==> config.mk <==
export PLATFORM = sky130hd
export DESIGN_NAME = norm_round_fp
export DESIGN_NICKNAME = d
export VERILOG_FILES = /design/src/rtl/fp_pkg.sv /design/src/rtl/round_rne_fp.sv /design/src/rtl/norm_round_fp.sv
export SDC_FILE = /design/constraint.sdc
export NUM_CORES = 1
export LEC_CHECK = 0
export ABC_CLOCK_PERIOD_IN_PS = 2750
export BUFFER_PORTS_ARGS = -buffer_cell sky130_fd_sc_hd__buf_2
export CORE_ASPECT_RATIO = 0.7
export CORE_MARGIN = 2
export CORE_UTILIZATION = 40
export CTS_CLUSTER_SIZE = 8
export DETAILED_ROUTE_END_ITERATION = 6
export PLACE_DENSITY_LB_ADDON = 0.12
export SETUP_SLACK_MARGIN = 0.2
export SYNTH_ARGS = -nofsm -noshare
export SYNTH_HDL_FRONTEND = slang
export SYNTH_SLANG_ARGS = --single-unit
==> constraint.sdc <==
create_clock -name i_clk -period 2.75 [get_ports i_clk]
set_input_delay 0.6875 -clock i_clk [delete_from_list [all_inputs] [get_ports i_clk]]
set_output_delay 0.6875 -clock i_clk [all_outputs]
set_load 0.05 [all_outputs]
==> src/rtl/fp_pkg.sv <==
// Shared FP field-width derivations, normalizer state encoding and saturation helpers.
package fp_pkg;

   typedef enum logic [1:0] {
      ST_IDLE  = 2'd0,
      ST_SHIFT = 2'd1,
      ST_DONE  = 2'd2
   } norm_state_t;

   function automatic int exp_w(input int size);
      return 5 + ($clog2(size) - 4) * 3;
   endfunction

   function automatic int frac_w(input int size);
      return size - exp_w(size) - 1;
   endfunction

   function automatic int bias_of(input int exponent);
      return 2 ** (exponent - 1) - 1;
   endfunction

   function automatic int prod_w(input int fraction);
      return 2 * (fraction + 1);
   endfunction

   // Largest biased exponent; results at or above it saturate to infinity.
   function automatic int exp_max(input int bias);
      return 2 * bias + 1;
   endfunction

endpackage

==> src/rtl/round_rne_fp.sv <==
// Round-to-nearest-even of a mantissa with guard/sticky; carry flags a mantissa overflow.
module round_rne_fp #(
   parameter int FRACTION = 52
) (
   input  logic [FRACTION:0]   mant,
   input  logic                guard,
   input  logic                sticky,
   output logic [FRACTION+1:0] r,
   output logic                carry
);

   logic inc;

   // Ties go up only when the kept LSB is odd.
   assign inc   = guard & (sticky | mant[0]);
   assign r     = {1'b0, mant} + {{(FRACTION+1){1'b0}}, inc};
   assign carry = r[FRACTION+1];

endmodule

==> src/rtl/norm_round_fp.sv <==
// Normalizer channel of the FP multiplier: shifts the raw product left until its MSB
// is set, rounds to nearest-even and saturates/flushes the biased result.
module norm_round_fp
   import fp_pkg::*;
#(
   parameter int  SIZE     = 64,
   parameter int  EXPONENT = exp_w(SIZE),
   parameter int  FRACTION = SIZE - EXPONENT - 1,
   parameter int  BIAS     = bias_of(EXPONENT),
   localparam int PW       = prod_w(FRACTION)
) (
   input  logic                       i_clk,
   input  logic                       i_rst_n,
   input  logic                       i_en_norm,
   input  logic                       i_rst_norm_n,
   input  logic                       i_mux_norm,
   input  logic [PW-1:0]              i_prod,
   input  logic signed [EXPONENT+1:0] i_exp,
   output logic [FRACTION-1:0]        o_fraction,
   output logic [EXPONENT-1:0]        o_exponent,
   output logic                       o_normal_done,
   output logic                       o_round,
   output logic                       o_overflow,
   output logic                       o_underflow,
   output norm_state_t                o_state
);

   localparam int EW = EXPONENT + 2;
   localparam logic signed [EW-1:0] E_SAT = EW'(exp_max(BIAS));

   norm_state_t               state_q, state_d;
   logic [PW-1:0]             w_q;
   logic signed [EW-1:0]      e_q;
   logic [FRACTION+1:0]       r_q;
   logic [FRACTION:0]         mant;
   logic                      guard, sticky, carry, w_zero, norm_ok;
   logic [FRACTION+1:0]       r_rnd;

   assign mant    = {1'b1, w_q[PW-2 -: FRACTION]};
   assign guard   = w_q[PW-FRACTION-2];
   assign sticky  = |w_q[PW-FRACTION-3:0];
   assign w_zero  = (w_q == '0);
   assign norm_ok = w_q[PW-1] | w_zero;
   assign o_state = state_q;

   round_rne_fp #(.FRACTION(FRACTION)) u_round (
      .mant   (mant),
      .guard  (guard),
      .sticky (sticky),
      .r      (r_rnd),
      .carry  (carry)
   );

   always_ff @(posedge i_clk or negedge i_rst_n) begin
      if (!i_rst_n) state_q <= ST_IDLE;
      else          state_q <= state_d;
   end

   // Controller protocol: a low i_rst_norm_n loads and restarts from any state and
   // outranks i_en_norm; i_en_norm only advances the shift/round step.
   always_comb begin
      state_d = state_q;
      if (!i_rst_norm_n) begin
         state_d = ST_SHIFT;
      end else begin
         case (state_q)
            ST_SHIFT: if (i_en_norm && norm_ok) state_d = ST_DONE;
            default:  ;
         endcase
      end
   end

   always_ff @(posedge i_clk or negedge i_rst_n) begin
      if (!i_rst_n) begin
         w_q           <= '0;
         e_q           <= '0;
         r_q           <= '0;
         o_fraction    <= '0;
         o_exponent    <= '0;
         o_normal_done <= 1'b0;
         o_round       <= 1'b0;
         o_overflow    <= 1'b0;
         o_underflow   <= 1'b0;
      end else if (!i_rst_norm_n) begin
         if (i_mux_norm) begin
            w_q <= i_prod;
            e_q <= i_exp + EW'(1);
         end else begin
            // Renormalize: the carried-out rounded mantissa re-enters one place lower.
            w_q <= {r_q, {(PW-FRACTION-2){1'b0}}};
            e_q <= e_q + EW'(1);
         end
         o_normal_done <= 1'b0;
         o_round       <= 1'b0;
      end else begin
         case (state_q)
            ST_SHIFT: begin
               if (i_en_norm) begin
                  if (norm_ok) begin
                     r_q     <= r_rnd;
                     o_round <= carry;
                     if (!carry) begin
                        if (w_zero) begin
                           o_fraction  <= '0;
                           o_exponent  <= '0;
                           o_overflow  <= 1'b0;
                           o_underflow <= 1'b0;
                        end else if (e_q >= E_SAT) begin
                           o_fraction  <= '0;
                           o_exponent  <= '1;
                           o_overflow  <= 1'b1;
                           o_underflow <= 1'b0;
                        end else if (e_q <= EW'(0)) begin
                           o_fraction  <= '0;
                           o_exponent  <= '0;
                           o_overflow  <= 1'b0;
                           o_underflow <= 1'b1;
                        end else begin
                           o_fraction  <= r_rnd[FRACTION-1:0];
                           o_exponent  <= e_q[EXPONENT-1:0];
                           o_overflow  <= 1'b0;
                           o_underflow <= 1'b0;
                        end
                     end
                  end else begin
                     w_q <= w_q << 1;
                     e_q <= e_q - EW'(1);
                  end
               end
            end
            ST_DONE: o_normal_done <= 1'b1;
            default: o_normal_done <= 1'b0;
         endcase
      end
   end

endmodule

==> results.txt <==
result of the run: complete, no violations
number of max-cap violations: 0
Gate Count Post-Synth: 1377
Internal Pwr Total: 0.008281 W
DRC: 0
xor-xnor portion of the synthesized cell area: 5.125%
launching point of the worst reg2reg path: w_q[52]
fin. max-slew vios: 0
measured slew at the worst slew-check pin: 740.8 ps
kind of path behind the tightest hold check: in -> async
Worst IR Drop VDD: 0.3994 mV
crit path time final: 2591 ps
sequential power share: 38.9%
deepest clock path buffer count: 3
effective utilization at floorplan: 40.60%
reg2reg path depth: 10
compound-cell area share of the yosys netlist: 15.88%
share of synthesized flip-flops with an asynchronous set or reset: 100.0%
Setup CP Type: reg -> reg
Final #Nets: 1725
post-synthesis share of cell area spent on and, or, nand and nor gates: 20.69%
via count of the first global-routing pass: 10150
leading cell types by total area after synthesis: sky130_fd_sc_hd__dfrtp_1, sky130_fd_sc_hd__nand2_1, sky130_fd_sc_hd__a21oi_1, sky130_fd_sc_hd__mux2i_1, sky130_fd_sc_hd__a211oi_1
most common cell after layout, fill and taps aside: sky130_fd_sc_hd__dfrtp_1
Worst Hold Slack: 126.2 ps
leading cell types in the layout, fill and taps excluded: sky130_fd_sc_hd__dfrtp_1, sky130_fd_sc_hd__nand2_1, sky130_fd_sc_hd__buf_2
part of the Yosys area used for sequential elements: 47.88%
power density over the cells: 808.9 nW/µm²
worst reg2reg endpoint: o_fraction[48]
global-route congestion overflow total: 0
die footprint: 33080 µm²
dpl hpwl: 25120 µm
net count after synthesis: 1506
Max Fclk: 0.3859 GHz
number of buffers created by CTS: 36
post-route fraction of the period consumed by the critical path: 94.24%
proportion of total power due to net switching: 36.65%
setup slack on the worst flop-to-flop path: 160 ps
number of iterations in the first detailed-routing pass: 5
chip height: 152.8 µm
global placer's final weighted congestion: 0.8138
leakage component of the power: 6.768 nW
CP Capture Type: flip-flop
final std cells w/o fill: 2018
count of clock tree sinks: 242
final routed wirelength across all metal layers: 38750 µm
total of buffers placed on input and output ports: 192
share of Yosys cell area claimed by the top area cell type: 47.88%
required time of the critical path: 3140 ps
number of diodes: 0
multiplexer share of the synthesized area: 5.382%
largest net degree at the start of global routing: 128
Post-Syn Area per Cell: 9.185 µm²
cell type contributing the most total cell area after synthesis: sky130_fd_sc_hd__dfrtp_1
number of antenna violations at the first check in global routing: 0
total of warnings raised by yosys: 0
number of DRC violations after detailed-routing iteration 0: 790
total number of vias: 10940
count of placed standard cells including taps: 1947
Layout area overhead: 27.76%
switching power total: 0.004790 W
setup violation total in the final timing report: 0
fill cell count: 2938
Post-Synth Adder-Cell Area: 0.4947%
synth unique cells: 46
clock network fraction of total power: 30.2%
FP Rows: 54
critical path fanouts, max: 13
worst endpoint data arrival time: 2980 ps
EDFF count, synth: 0
mapped cell area: 12650 µm²
Worst-path clk slew: 50 ps
Slew HR: 50.61%
nature of the critical path startpoint: flip-flop
Primary FF master, synth: sky130_fd_sc_hd__dfrtp_1
vias per inst: 5.420
TritonCTS clock tree: done
aggregate global-route resource usage: 22.19%
number of ports placed on the die boundary: 193
unrepaired setup endpoints after global routing: true
fraction of final layout cells with drive strength greater than 1: 25.84%
startpoint of the most critical setup path: w_q[52]
Die Wd: 216.5 µm
combinational group share of total power: 31.0%
Post-Route Skew: 18.15 ps
Final Hold Fails: 0
core area: 31150 µm²
wire length of the first global-routing pass: 58700 µm
post-cts hold buffer count: 0
insertion delay of the later-clocked pin in the worst-skew pair: 520 ps
remaining antenna violation count: 0
Yosys reg bits: 242
# H-tree levels: 2
clock root buffer: sky130_fd_sc_hd__clkbuf_16
combinational family with the most area after synthesis: simple AND/OR/NAND/NOR gates
routed wire length per instance: 19.20 µm
## Yosys cell counts (3+ instances only)
cell,number
sky130_fd_sc_hd__nor3_1,14
sky130_fd_sc_hd__nor2b_1,55
sky130_fd_sc_hd__o31ai_1,53
sky130_fd_sc_hd__nor4_1,27
sky130_fd_sc_hd__nor3_2,3
sky130_fd_sc_hd__nand3b_1,3
sky130_fd_sc_hd__o21ai_0,7
sky130_fd_sc_hd__nand4b_1,3
sky130_fd_sc_hd__mux2i_1,59
sky130_fd_sc_hd__ha_1,5
sky130_fd_sc_hd__nand4_1,25
sky130_fd_sc_hd__mux2_2,8
sky130_fd_sc_hd__xor2_1,38
sky130_fd_sc_hd__a211oi_1,55
sky130_fd_sc_hd__a21o_1,3
sky130_fd_sc_hd__buf_6,8
sky130_fd_sc_hd__or3_1,4
sky130_fd_sc_hd__a311oi_1,3
sky130_fd_sc_hd__o211ai_1,51
sky130_fd_sc_hd__inv_1,13
sky130_fd_sc_hd__nand3_1,81
sky130_fd_sc_hd__a21oi_1,129
sky130_fd_sc_hd__buf_2,25
sky130_fd_sc_hd__dfrtp_1,242
sky130_fd_sc_hd__buf_1,7
sky130_fd_sc_hd__o21a_1,4
sky130_fd_sc_hd__and3_1,12
sky130_fd_sc_hd__nor2_1,109
sky130_fd_sc_hd__clkbuf_1,76
sky130_fd_sc_hd__nand2_1,198
sky130_fd_sc_hd__xnor2_1,36
## layer usage
metal  wire, µm  track usage, %
met1      20010           35.67
met2      16470           30.82
met3       1847           3.693
met4        422           4.664
met5          0               0
## flip-flops by register name (all words and copies together), names as in the netlist
signal / flops
e_q: 13
w_q: 106
o_fraction: 52
o_round: 1
o_overflow: 1
o_state: 2
r_q: 54
o_exponent: 11
o_underflow: 1
o_normal_done: 1
## critical path, cell delays in order (launching register included)
cell and delay [ps]:
sky130_fd_sc_hd__dfrtp_2 470, sky130_fd_sc_hd__nor4_2 530, sky130_fd_sc_hd__nand4_1 240, sky130_fd_sc_hd__nor2_4 220
sky130_fd_sc_hd__buf_4 160, sky130_fd_sc_hd__and3_2 240, sky130_fd_sc_hd__nor2b_1 80, sky130_fd_sc_hd__nand2_2 100
sky130_fd_sc_hd__buf_12 130, sky130_fd_sc_hd__clkbuf_16 190, sky130_fd_sc_hd__o31ai_1 90
## final cells by class
type / count / area (µm²) / area share (%)
clock buffers: 37 / 925.9 / 5.730
flip-flops and latches: 242 / 6063 / 37.53
well taps: 420 / 525.5 / 3.252
clock inverters: 3 / 26.28 / 0.1626
multi-input cells: 1006 / 6352 / 39.31
inverters: 13 / 48.80 / 0.3020
repair buffers: 297 / 2216 / 13.71
## power by group through the flow
stage	Combinational (W)	Sequential, W	Clock (W)
floorplan	0.00189	0.00577	0
global placement	0.00377	0.00508	0
detailed placement	0.00382	0.00508	0
CTS	0.00385	0.00506	0.00404
global route	0.00440	0.00519	0.00417
finish	0.00405	0.00508	0.00394
## repair_timing
action	in CTS	in global routing
pin swaps	6	20
gates resized for setup	10	71
cloned	1	10
endpoints found under the setup margin	178	226
setup buffers	4	16
## worst max-delay path by stage
stage	end	slack [ps]	depth (start not counted)
finish	o_fraction[48]	160	10
floorplan	o_fraction[23]	280	9
detailed placement	o_fraction[5]	-10	8
global route	o_fraction[18]	50	10
CTS	o_fraction[31]	200	8
global placement	o_fraction[21]	-2	8
## metrics by stage
step / cell area, µm² / util, % / setup WS (ps) / TNS, ps / power (W)
floorplan: 12650 / - / 281.6 / 0 / 0.007661
global placement: 14450 / 46.38 / -1.942 / -1.942 / 0.008841
detailed placement: 14450 / 46.38 / -13.40 / -37.53 / 0.008900
CTS: 15520 / 49.82 / 198.2 / 0 / 0.01295
global route: 16160 / 51.88 / 52.01 / 0 / 0.01377
finish: 16160 / 51.88 / 158.5 / 0 / 0.01307
## cell families after synthesis
group,Yosys count
XOR/XNOR,74
AND/OR/NAND/NOR,549
AO/OA/AOI/OAI,311
multiplexers,67
buffers and inverters,129
flip-flops,242
adder cells (fa/ha/maj),5
No activity file was read; power rests on OpenSTA's default activity.
